### src/rtl/hamming_pkg.sv
// Shared types and elaboration-time helpers for the extended-Hamming (SECDED) decoder.
// Position numbering: bit 0 is overall parity, powers of two are Hamming parity.
package hamming_pkg;

  typedef enum logic [1:0] {CLEAN, CORRECTED, UNCORRECTABLE} status_e;

  function automatic int N(input int p);
    return 1 << p;
  endfunction

  function automatic int K(input int p);
    return (1 << p) - p - 1;
  endfunction

  function automatic bit is_pow2(input int pos);
    return (pos > 0) && ((pos & (pos - 1)) == 0);
  endfunction

  // Data bit idx lives at the idx-th non-power-of-two position counted from 3 upward.
  function automatic int data_pos(input int idx);
    int cnt;
    int pos;
    int result;
    cnt    = 0;
    pos    = 3;
    result = 0;
    while (cnt <= idx) begin
      if (!is_pow2(pos)) begin
        if (cnt == idx) result = pos;
        cnt++;
      end
      pos++;
    end
    return result;
  endfunction

endpackage

### src/rtl/hamming_syndrome.sv
// Combinational syndrome (XOR of set-bit indices 1..N-1) and overall parity of a codeword.
module hamming_syndrome
  import hamming_pkg::*;
#(
  parameter int P_BITS = 3
) (
  input  logic [N(P_BITS)-1:0] code_i,
  output logic [P_BITS-1:0]    syn_o,
  output logic                 par_o
);

  localparam int CW = N(P_BITS);

  always_comb begin
    syn_o = '0;
    for (int i = 1; i < CW; i++) begin
      if (code_i[i]) syn_o = syn_o ^ P_BITS'(i);
    end
  end

  assign par_o = ^code_i;

endmodule

### src/rtl/hamming_secded_stream.sv
// Two-stage valid/ready SECDED decoder with saturating error counters.
// Counters are built only when HAMMING_ERR_CNT_EN is defined; otherwise they read 0.
module hamming_secded_stream
  import hamming_pkg::*;
#(
  parameter int P_BITS = 3,
  parameter int CNT_W  = 16
) (
  input  logic                 clk,
  input  logic                 rst_n,
  input  logic                 in_valid,
  output logic                 in_ready,
  input  logic [N(P_BITS)-1:0] in_code,
  output logic                 out_valid,
  input  logic                 out_ready,
  output logic [K(P_BITS)-1:0] out_data,
  output logic [P_BITS-1:0]    out_syndrome,
  output logic                 out_corrected,
  output logic                 out_uncorrectable,
  input  logic                 cnt_clear,
  output logic [CNT_W-1:0]     cnt_corr,
  output logic [CNT_W-1:0]     cnt_uncorr
);

  localparam int CW = N(P_BITS);
  localparam int DW = K(P_BITS);

  logic [P_BITS-1:0] synComb;
  logic              parComb;

  logic              s1Valid_q;
  logic [CW-1:0]     s1Code_q;
  logic [P_BITS-1:0] s1Syn_q;
  logic              s1Par_q;

  logic              outValid_q;
  logic [DW-1:0]     outData_q;
  logic [DW-1:0]     outData_d;
  logic [P_BITS-1:0] outSyn_q;
  logic              outCorr_q;
  logic              outUncorr_q;

  status_e           status_d;
  logic [CW-1:0]     fixedCode;
  logic              s2Adv;
  logic              s1Adv;

  hamming_syndrome #(.P_BITS(P_BITS)) uSyndrome (
    .code_i (in_code),
    .syn_o  (synComb),
    .par_o  (parComb)
  );

  assign s2Adv    = ~outValid_q | out_ready;
  assign s1Adv    = ~s1Valid_q | s2Adv;
  assign in_ready = s1Adv;

  // Odd parity means exactly one flip at position syn (bit 0 when syn is zero).
  always_comb begin
    status_d  = CLEAN;
    fixedCode = s1Code_q;
    if (s1Par_q) begin
      status_d            = CORRECTED;
      fixedCode[s1Syn_q]  = ~s1Code_q[s1Syn_q];
    end else if (s1Syn_q != '0) begin
      status_d = UNCORRECTABLE;
    end
  end

  for (genvar g = 0; g < DW; g++) begin : gExtract
    localparam int POS = data_pos(g);
    assign outData_d[g] = fixedCode[POS];
  end

  always_ff @(posedge clk or negedge rst_n) begin
    if (!rst_n) begin
      s1Valid_q <= 1'b0;
      s1Code_q  <= '0;
      s1Syn_q   <= '0;
      s1Par_q   <= 1'b0;
    end else if (s1Adv) begin
      s1Valid_q <= in_valid;
      if (in_valid) begin
        s1Code_q <= in_code;
        s1Syn_q  <= synComb;
        s1Par_q  <= parComb;
      end
    end
  end

  always_ff @(posedge clk or negedge rst_n) begin
    if (!rst_n) begin
      outValid_q  <= 1'b0;
      outData_q   <= '0;
      outSyn_q    <= '0;
      outCorr_q   <= 1'b0;
      outUncorr_q <= 1'b0;
    end else if (s2Adv) begin
      outValid_q <= s1Valid_q;
      if (s1Valid_q) begin
        outData_q   <= outData_d;
        outSyn_q    <= s1Syn_q;
        outCorr_q   <= (status_d == CORRECTED);
        outUncorr_q <= (status_d == UNCORRECTABLE);
      end
    end
  end

  assign out_valid         = outValid_q;
  assign out_data          = outData_q;
  assign out_syndrome      = outSyn_q;
  assign out_corrected     = outCorr_q;
  assign out_uncorrectable = outUncorr_q;

`ifdef HAMMING_ERR_CNT_EN
  logic [CNT_W-1:0] cntCorr_q;
  logic [CNT_W-1:0] cntUncorr_q;
  logic             outHs;

  assign outHs = outValid_q & out_ready;

  // Clear wins over a coincident increment; all-ones is sticky until cleared.
  always_ff @(posedge clk or negedge rst_n) begin
    if (!rst_n) begin
      cntCorr_q   <= '0;
      cntUncorr_q <= '0;
    end else if (cnt_clear) begin
      cntCorr_q   <= '0;
      cntUncorr_q <= '0;
    end else if (outHs) begin
      if (outCorr_q && !(&cntCorr_q))     cntCorr_q   <= cntCorr_q + CNT_W'(1);
      if (outUncorr_q && !(&cntUncorr_q)) cntUncorr_q <= cntUncorr_q + CNT_W'(1);
    end
  end

  assign cnt_corr   = cntCorr_q;
  assign cnt_uncorr = cntUncorr_q;
`else
  logic unusedCntClear;

  assign unusedCntClear = cnt_clear;
  assign cnt_corr       = '0;
  assign cnt_uncorr     = '0;
`endif

endmodule

### config.mk
export PLATFORM = sky130hd
export DESIGN_NAME = hamming_secded_stream
export DESIGN_NICKNAME = d
export VERILOG_FILES = /design/src/rtl/hamming_pkg.sv /design/src/rtl/hamming_syndrome.sv /design/src/rtl/hamming_secded_stream.sv
export SDC_FILE = /design/constraint.sdc
export NUM_CORES = 1
export LEC_CHECK = 0
export CAP_MARGIN = 5
export CORE_AREA = 2 2 63 65
export DETAILED_ROUTE_END_ITERATION = 16
export DIE_AREA = 0 0 65 67
export GPL_TIMING_DRIVEN = 0
export PLACE_DENSITY_LB_ADDON = 0.12
export SYNTH_ARGS = -nofsm -noshare
export SYNTH_HDL_FRONTEND = slang
export SYNTH_HIERARCHICAL = 1
export SYNTH_SLANG_ARGS = --single-unit
### constraint.sdc
create_clock -name clk -period 1.5 [get_ports clk]
set_input_delay 0.3 -clock clk [delete_from_list [all_inputs] [get_ports clk]]
set_output_delay 0.3 -clock clk [all_outputs]
set_load 0.005 [all_outputs]
==> flow_metrics.env <==
export IMPL_io_pins=56
export IMPL_arrival_ns=1.60
export IMPL_maxCapViolations=0
export IMPL_rows=22
export IMPL_switching_share_pct=30.4
export IMPL_syn_inst=133
export IMPL_synth_top_area_cell="dfrtp_1"
export IMPL_final_core_util_pct=51.7
export IMPL_drt_total_wl_um=2370
export IMPL_antenna_cells=0
export IMPL_switchingPower_uw=628
export IMPL_synth_warnings=6
export IMPL_peakVddDrop_uv=582
export IMPL_clock_sinks=23
export IMPL_p_int_mw=1.44
export IMPL_area_growth_pct=32.6
export IMPL_cts_tree="yes"
export IMPL_grt_util_all_layers_pct=11.8
export IMPL_synth_seq_cells=23
export IMPL_grt_ovfl_total=0
export IMPL_worst_setup_path_start_kind="input port"
export IMPL_instances_no_fill=238
export IMPL_p_comb_share_pct=39.2
export IMPL_post_cts_buffers=0
export IMPL_firstDrtPassIters=4
export IMPL_synth_mux_area_share_pct=12.5
export IMPL_setup_slack_ns=0.0444
export IMPL_cts_root_buf="clkbuf_8"
export IMPL_start_util_pct=39.0
export IMPL_p_total_mw=2.07
export IMPL_post_dp_hpwl_um=1940
export IMPL_synth_top_area_share_pct=40.9
export IMPL_synth_top_family_by_area="buffers and inverters"
export IMPL_maxSlewHeadroom_pct=32.8
export IMPL_synth_compound_area_share_pct=5.87
export IMPL_die_area_um2=4360
export IMPL_via_count=957
export IMPL_synthXorXnorAreaFrac_pct=7.38
export IMPL_grt_antenna_before_repair=0
export IMPL_drt_iter0_markers=38
export IMPL_clkTransAtPathRegs_ns=0.08
export IMPL_power_leakage_nw=0.906
export IMPL_hold_path_class="register to register"
export IMPL_place_ws_ns=-0.257
export IMPL_grt_start_max_net_pins=24
export IMPL_port_buffers=22
export IMPL_cp_max_fo=3
export IMPL_max_clock_freq_mhz=687
export IMPL_synthDistinctLibCells=24
export IMPL_core_area_um2=3610
export IMPL_ys_seq_area_share_pct=40.9
export IMPL_fin_crit_sh_pct=97.0
export IMPL_tightest_slew_ns=1.00
export IMPL_fin_crit_ns=1.46
export IMPL_layout_nets=204
export IMPL_numCtsBuffers=3
export IMPL_rsz0062_at_grt="false"
export IMPL_synthesis_area_um2=1410
export IMPL_status="completed"
export IMPL_powerDensity_nw_per_um2=1110
export IMPL_dp_cells=234
export IMPL_postSynthAreaPerCell_um2=10.6
export IMPL_fin_setup_tns_ns=0
export IMPL_synthAdderAreaFrac_pct=0
export IMPL_hold_violations=0
export IMPL_seqPwrFrac_pct=42.8
export IMPL_finClkSkew_ns=0.00338
export IMPL_gp_congestion=0.794
export IMPL_drtAntennaViolNets=0
export IMPL_die_h_um=67
export IMPL_grt_pass1_vias=904
export IMPL_synthTopCellsByArea="dfrtp_1 41%, buf_4 18%, mux2_2 9.6%"
export IMPL_drc=0
export IMPL_cts_buffer_depth=2
export IMPL_setup_viol=0
export IMPL_post_drt_wl_per_cell_um=9.95
export IMPL_critPathKind="input port to register"
export IMPL_cp_required_ns=1.65
export IMPL_clk_latency_ns=0.26
export IMPL_yosys_area_share_simple_pct=12.8
export IMPL_clkPwrFrac_pct=18.0
export IMPL_cts_max_level=1
export IMPL_cp_end_kind="register"
export IMPL_grt_pass1_wl_um=3960
export IMPL_viasPerCell=4.02
export IMPL_die_w_um=65
export IMPL_drive_gt1_share_pct=32.1
export IMPL_maxSlewViolCount=0
## cell usage in the layout (no fill, tap or decap), types with 2 or more instances in the layout
| master | synthesis | final |
|---|---|---|
| xnor2_1 | 9 | 7 |
| mux2i_1 | 4 | 4 |
| mux2_2 | 12 | 12 |
| clkbuf_8 | 0 | 3 |
| nand4b_1 | 2 | 2 |
| dfrtp_1 | 23 | 23 |
| buf_4 | 34 | 33 |
| o211ai_2 | 4 | 4 |
| buf_6 | 2 | 3 |
| clkdlybuf4s50_1 | 0 | 21 |
| nand3b_1 | 2 | 2 |
| nand3_1 | 6 | 6 |
| nand2b_1 | 3 | 3 |
| xnor2_2 | 0 | 2 |
| clkbuf_1 | 2 | 3 |
| nand2_1 | 19 | 18 |
| conb_1 | 1 | 32 |
## registers in the layout, summed over array words and instances (netlist names)
name and count:
s1Valid_q 1, out_data 4, out_uncorrectable 1, s1Code_q 8, out_corrected 1, out_syndrome 3
s1Par_q 1, s1Syn_q 3, out_valid 1
## what timing repair did
item | in CTS | in global routing
hold buffers | 0 | 0
pin swaps | 0 | 0
endpoints found under the setup margin | 1 | 10
cloned | 0 | 0
gates resized for setup | 2 | 5
## cells by family after synthesis
group,count (synthesis)
DFF,23
muxes,16
xor gates and xnor gates,11
other,1
buffers and inverters,38
and+or+nand+nor,37
AOI/OAI and AO/OA,7
## metal layers
| layer | share of wire [%] | wire length [um] | GRT usage (%) |
|---|---|---|---|
| met1 | 44 | 1030 | 13.4 |
| met2 | 49 | 1160 | 21.5 |
| met3 | 7.0 | 166 | 4.05 |
| met4 | 0.30 | 7 | 2.13 |
| met5 | 0 | 0 | 0 |
## synth_stat cells
cell and instances:
a22oi_1 1, a31o_4 1, and2_1 1, buf_4 34, buf_6 2, clkbuf_1 2, conb_1 1, dfrtp_1 23
mux2_2 12, mux2i_1 4, nand2_1 19, nand2b_1 3, nand3_1 6, nand3b_1 2, nand4_1 1, nand4b_1 2
nor2_1 1, nor2b_1 1, nor3_1 1, o211ai_2 4, o31ai_1 1, xnor2_1 9, xor2_1 1, xor2_2 1
## through the flow
step,hold slack [ns],cell area (um2)
after floorplan,0.00441,1520
after CTS,0.482,1850
final,0.480,1860
after detailed placement,0.463,1800
after global routing,0.495,1860
after global placement,0.458,1800
## power by group through the flow
stage / logic [mW] / registers, mW / clock network, mW
floorplan: 0.507 / 0.879 / 0
global route: 0.895 / 0.902 / 0.420
CTS: 0.806 / 0.885 / 0.391
global placement: 0.794 / 0.887 / 0
finish: 0.811 / 0.885 / 0.372
detailed placement: 0.804 / 0.898 / 0
## path summary, 6_finish.rpt
path                                    to           from  slack, ns  depth (start not counted)
max                                s1Par_q     in_code[7]       0.04                          5
min                          out_corrected  out_corrected       0.48                          2
max reg2reg                    out_data[1]     s1Syn_q[0]       0.15                          5
min reg2reg                  out_corrected  out_corrected       0.48                          2
max in group asynchronous      s1Code_q[2]          rst_n       0.30                          1
min in group asynchronous  out_syndrome[0]          rst_n       0.59                          1
## area by class of cell
class,count,area (um2)
plain buffers,38,289
clock buffers,4,45.0
fillers,352,1740
multi-input cells,103,679
flip-flops and latches,23,576
well taps,48,60.1
repair buffers,22,215
## critical path, stage by stage
cell             delay, ns
clkdlybuf4s50_1       0.55
xor2_2                0.24
xnor2_2               0.16
xnor2_1               0.09
mux2_2                0.26
Power figures use the tool's default switching activity.
